`config.mk`:
```
export PLATFORM = sky130hd
export DESIGN_NAME = iter_shifter_flat
export DESIGN_NICKNAME = d
export VERILOG_FILES = /design/src/rtl/iter_shifter_if.sv /design/src/rtl/iter_shifter.sv /design/src/flat_wrapper.sv
export SDC_FILE = /design/constraint.sdc
export NUM_CORES = 1
export LEC_CHECK = 0
export ABC_AREA = 0
export CAP_MARGIN = 0
export CORE_AREA = 5 5 74 76
export CTS_CLUSTER_SIZE = 25
export DETAILED_ROUTE_END_ITERATION = 10
export DIE_AREA = 0 0 79 81
export HOLD_SLACK_MARGIN = 0.08
export PLACE_DENSITY = 0.85
export SETUP_SLACK_MARGIN = 0.05
export SYNTH_ARGS = -nofsm -noshare
export SYNTH_HDL_FRONTEND = slang
export SYNTH_SLANG_ARGS = --single-unit
```
`constraint.sdc`:
```
create_clock -name clk -period 6.13 [get_ports clk]
set_input_delay 1.226 -clock clk [delete_from_list [all_inputs] [get_ports clk]]
set_output_delay 1.226 -clock clk [all_outputs]
set_load 0.01 [all_outputs]
```
`src/rtl/iter_shifter_if.sv`:
```
// Request/response bundle for the iterative shifter.
// Master issues requests and consumes results; slave is the shifter itself.
interface iter_shifter_if #(
  parameter int unsigned WIDTH = 16
);
  localparam int unsigned AMT_W = $clog2(WIDTH);

  logic             in_valid;
  logic             in_ready;
  logic [2:0]       op;
  logic [AMT_W-1:0] amt;
  logic [WIDTH-1:0] data_in;
  logic             out_valid;
  logic             out_ready;
  logic [WIDTH-1:0] data_out;
  logic             busy;

  modport master (
    output in_valid, op, amt, data_in, out_ready,
    input  in_ready, out_valid, data_out, busy
  );

  modport slave (
    input  in_valid, op, amt, data_in, out_ready,
    output in_ready, out_valid, data_out, busy
  );
endinterface

```
`src/rtl/iter_shifter.sv`:
```
// Multi-cycle barrel-shift replacement: shifts data_out by up to STEP bits per cycle
// until the latched amount is consumed, then holds the result until it is taken.
module iter_shifter #(
  parameter int unsigned WIDTH = 16,
  parameter int unsigned STEP  = 2
) (
  input  logic          clk,
  input  logic          rst,
  iter_shifter_if.slave bus
);
  localparam int unsigned AMT_W = $clog2(WIDTH);
  localparam logic [AMT_W:0] WidthW = (AMT_W + 1)'(WIDTH);
  localparam logic [AMT_W:0] StepW  = (AMT_W + 1)'(STEP);

  typedef enum logic [1:0] {StIdle, StShift, StDone} state_e;

  state_e           state_q, state_d;
  logic [2:0]       op_q, op_d;
  logic [AMT_W-1:0] rem_q, rem_d;
  logic [WIDTH-1:0] data_q, data_d;
  logic [AMT_W-1:0] step_amt;
  logic [AMT_W:0]   comp_amt;
  logic [WIDTH-1:0] shifted;
  logic             accept;

  assign accept = bus.in_valid && (state_q == StIdle);

  // min(STEP, remaining); remaining < WIDTH, so the STEP branch never truncates when it is taken
  assign step_amt = ({1'b0, rem_q} < StepW) ? rem_q : AMT_W'(STEP);
  assign comp_amt = WidthW - {1'b0, step_amt};

  always_comb begin
    shifted = data_q;
    case (op_q)
      3'd0:    shifted = (data_q << step_amt) | (data_q >> comp_amt);
      3'd1:    shifted = data_q << step_amt;
      3'd2:    shifted = $unsigned($signed(data_q) >>> step_amt);
      3'd3:    shifted = data_q >> step_amt;
      default: shifted = (data_q >> step_amt) | (data_q << comp_amt);
    endcase
  end

  always_ff @(posedge clk or negedge rst) begin
    if (!rst) begin
      state_q <= StIdle;
      op_q    <= '0;
      rem_q   <= '0;
      data_q  <= '0;
    end else begin
      state_q <= state_d;
      op_q    <= op_d;
      rem_q   <= rem_d;
      data_q  <= data_d;
    end
  end

  always_comb begin
    state_d = state_q;
    unique case (state_q)
      StIdle:  if (bus.in_valid) state_d = (bus.amt == '0) ? StDone : StShift;
      StShift: if (rem_q == step_amt) state_d = StDone;
      StDone:  if (bus.out_ready) state_d = StIdle;
      default: state_d = StIdle;
    endcase
  end

  always_comb begin
    op_d   = op_q;
    rem_d  = rem_q;
    data_d = data_q;
    if (accept) begin
      op_d   = bus.op;
      rem_d  = bus.amt;
      data_d = bus.data_in;
    end else if (state_q == StShift) begin
      rem_d  = rem_q - step_amt;
      data_d = shifted;
    end
  end

  always_comb begin
    bus.in_ready  = (state_q == StIdle);
    bus.out_valid = (state_q == StDone);
    bus.busy      = (state_q != StIdle);
    bus.data_out  = data_q;
  end
endmodule

```
`src/flat_wrapper.sv`:
```
// flat-port wrapper written by rule: the top's interface ports become plain ports
module iter_shifter_flat 
#(
  parameter int unsigned WIDTH = 16,
  parameter int unsigned STEP  = 2
)
  (clk, rst, bus_in_valid, bus_op, bus_amt, bus_data_in, bus_out_ready, bus_in_ready, bus_out_valid, bus_data_out, bus_busy);
  iter_shifter_if #(.WIDTH(WIDTH)) bus_i ();
  input  logic clk;
  input  logic rst;
  input wire logic [$bits(bus_i.in_valid)-1:0] bus_in_valid;
  input wire logic [$bits(bus_i.op)-1:0] bus_op;
  input wire logic [$bits(bus_i.amt)-1:0] bus_amt;
  input wire logic [$bits(bus_i.data_in)-1:0] bus_data_in;
  input wire logic [$bits(bus_i.out_ready)-1:0] bus_out_ready;
  output wire logic [$bits(bus_i.in_ready)-1:0] bus_in_ready;
  output wire logic [$bits(bus_i.out_valid)-1:0] bus_out_valid;
  output wire logic [$bits(bus_i.data_out)-1:0] bus_data_out;
  output wire logic [$bits(bus_i.busy)-1:0] bus_busy;
  assign bus_i.in_valid = bus_in_valid;
  assign bus_i.op = bus_op;
  assign bus_i.amt = bus_amt;
  assign bus_i.data_in = bus_data_in;
  assign bus_i.out_ready = bus_out_ready;
  assign bus_in_ready = bus_i.in_ready;
  assign bus_out_valid = bus_i.out_valid;
  assign bus_data_out = bus_i.data_out;
  assign bus_busy = bus_i.busy;
  iter_shifter #(.WIDTH(WIDTH), .STEP(STEP)) u_core (.clk(clk), .rst(rst), .bus(bus_i));
endmodule
```
==> results.sh <==
export IMPL_drtIter0Drc=425
export IMPL_final_nets=405
export IMPL_crit_required_ns=6.30
export IMPL_overflow=0
export IMPL_grt_max_degree=48
export IMPL_postPlaceCellArea_mm2=0.003008
export IMPL_first_global_vias=2732
export IMPL_fillers=399
export IMPL_maxCapViolCount=0
export IMPL_syn_inst=362
export IMPL_worst_slack_ns=2.283
export IMPL_worst_pin_slew_ns=0.9986
export IMPL_slew_violations=0
export IMPL_p_leak_uw=0.001204
export IMPL_clk_latency_ns=0.28
export IMPL_cts_tree="built"
export IMPL_cts_setup_buffers=0
export IMPL_clk_pin_slew_ns=0.10
export IMPL_cts_hold_buffers=0
export IMPL_clock_sinks=25
export IMPL_clk_path_buf_depth=2
export IMPL_layout_min_cycle_time_ns=3.847
export IMPL_fp_dieW_um=79
export IMPL_synth_area_top_cells="dfrtp_1 24%, nand2_1 7.1%, o21ai_0 6.2%"
export IMPL_detail_route_antenna_nets=0
export IMPL_slew_headroom_pct=33.43
export IMPL_synth_edf_count=0
export IMPL_final_cells=429
export IMPL_setup_tns_ns=0
export IMPL_max_freq_mhz=259.9
export IMPL_dieHeight_um=81
export IMPL_cp_end_kind="flip-flop"
export IMPL_hold_viol=0
export IMPL_critical_path_class="flip-flop to flip-flop"
export IMPL_cp_data_arrival_time_ns=4.02
export IMPL_hp_class="flip-flop to flip-flop"
export IMPL_dp_hpwl_um=5694
export IMPL_p_per_area_mw_per_mm2=635.7
export IMPL_yosysTopAreaCell="dfrtp_1"
export IMPL_numPortBuffers=45
export IMPL_antenna_found_initial=0
export IMPL_placed_cells=425
export IMPL_n_antenna_cell=0
export IMPL_gp_congestion=1.018
export IMPL_drive_gt1_share_pct=7.467
export IMPL_rows=25
export IMPL_rsz0062_at_grt="no"
export IMPL_wirelength_um=8656
export IMPL_status="completed"
export IMPL_grt_pass1_wl_um=13650
export IMPL_synthMostInstantiatedCell="nand2_1"
export IMPL_cp_max_fo=32
export IMPL_design_area_mm2=0.003057
export IMPL_wl_per_cell_um=20.18
export IMPL_die_area_mm2=0.006399
export IMPL_crit_chain="or3_1 -> inv_4 -> ha_1 -> inv_1 -> mux4_2 -> nand3_1 -> a31oi_1"
export IMPL_cp_slowest_stage_delay_ns=1.07
export IMPL_dr_pass1_iters=5
export IMPL_grt_util_all_layers_pct=26.81
export IMPL_drcViolationCount=0
export IMPL_synth_nets=391
export IMPL_ys_seq_area_share_pct=23.56
export IMPL_clockRootBuffer="clkbuf_8"
export IMPL_timing_final_crit_share_pct=62.76
export IMPL_netlist_top_cells_count="50 x nand2_1, 33 x o21ai_0, 31 x a21oi_1"
export IMPL_multi_input_area_mm2=0.001787
export IMPL_cts_resized=0
export IMPL_seqCellArea_um2=625.6
export IMPL_r2r_slack_ns=2.28
export IMPL_cp_start_kind="flip-flop"
export IMPL_cts_max_level=1
export IMPL_synth_top_area_share_pct=23.56
export IMPL_finalSetupViolCount=0
export IMPL_netlist_area_mm2=0.002655
export IMPL_synthDistinctLibCells=58
export IMPL_place_ws_ns=2.449
export IMPL_vias=2950
export IMPL_yosysWarningCount=0
export IMPL_syn_area_per_cell_um2=7.334
export IMPL_synth_async_reset_ratio_pct=100.0
export IMPL_io_pins=46
export IMPL_cts_buffers_inserted=3
export IMPL_slowest_stage="ha_1"
export IMPL_synth_ff_type="dfrtp_1"
export IMPL_area_growth_pct=15.13
export IMPL_ys_ff_latch=25
export IMPL_initial_core_util_pct=56.97
export IMPL_core_area_mm2=0.004661
export IMPL_vias_per_cell=6.876
export IMPL_fin_skew_ns=0.002797
export IMPL_ir_drop_mv=0.3076
-- power by group --
group / internal, uW / leakage, uW / switching, uW
clock: 46.4 / 0.0000217 / 63.3
combinational: 595 / 0.000883 / 741
sequential: 249 / 0.000300 / 248
-- worst max-delay path, delay by kind of cell, from the launching register on --
| kind | cells | cell delay (ns) |
|---|---|---|
| flip-flops | 1 | 0.51 |
| adder cells (fa/ha/maj) | 1 | 1.07 |
| multiplexers | 1 | 0.52 |
| AND/OR/NAND/NOR | 2 | 0.90 |
| AO/OA/AOI/OAI | 1 | 0.08 |
| buffers and inverters | 2 | 0.63 |
-- logic make-up after synthesis --
logic type / Yosys count / share of synthesized area [%]
other: 1 / 0.1412
AND/OR/NAND/NOR: 137 / 25.68
adder cells (fa/ha/maj): 2 / 0.9424
multiplexers: 23 / 10.41
buffers and inverters: 50 / 9.142
flip-flops: 25 / 23.56
AO/OA/AOI/OAI: 124 / 30.11
-- cell usage in the layout (no fill, tap or decap), types with 4 or more instances in the layout --
cell type,n
o21ai_1,5
nor2_1,28
a311oi_1,4
clkdlybuf4s50_1,45
nand3_1,9
nand2b_1,4
o22ai_1,5
or3_1,4
a211oi_1,5
a21oi_1,31
o21ai_0,33
nand2_1,50
mux2_2,4
nor2b_1,9
and3_1,7
a31oi_1,12
buf_4,6
dfrtp_1,25
nor3b_1,5
nor3_1,7
mux2i_1,16
inv_1,7
-- state kept, by name, summed over array words and instances, names as in the netlist --
name / cells
u_core.bus.data_out: 16
u_core.op_q: 3
u_core.rem_q: 4
u_core.state_q: 2
-- path summary, 6_finish.rpt --
| kind | start | endpoint | depth (start not counted) |
|---|---|---|---|
| worst max-delay path | u_core.rem_q[2] | u_core.bus.data_out[4] | 7 |
| worst min-delay path | u_core.state_q[1] | u_core.state_q[1] | 1 |
| worst max register to register | u_core.rem_q[2] | u_core.bus.data_out[4] | 7 |
| worst min register to register | u_core.state_q[1] | u_core.state_q[1] | 1 |
| max in group asynchronous | rst | u_core.rem_q[3] | 2 |
| min in group asynchronous | rst | u_core.bus.data_out[6] | 2 |
-- through the flow --
stage,hold slack (ns),util (%),total power (uW)
2_1_floorplan,0.5103,-,1432
3_3_place_gp,0.5561,64.54,1761
5_1_grt,0.6124,65.58,2081
4_1_cts,0.5911,65.58,1896
3_5_place_dp,0.5764,64.54,1785
6_report,0.5917,65.58,1943
-- layer usage --
metal / vias up / global-route usage (%) / wire [um]
met5: - / 0 / 0
met4: 0 / 13.92 / 270
met3: 28 / 3.880 / 819
met2: 196 / 41.58 / 3981
met1: 1380 / 36.33 / 3585
li1: 1346 / - / -
-- final cells by class --
class	count	share of cell area, %
multi-input cells	287	58.45
flip-flops and latches	25	20.47
repair buffers	51	16.21
well taps	54	2.210
clock buffers	3	1.351
inverters	8	1.064
clock inverters	1	0.2456
(Power assumes the default switching activity.)
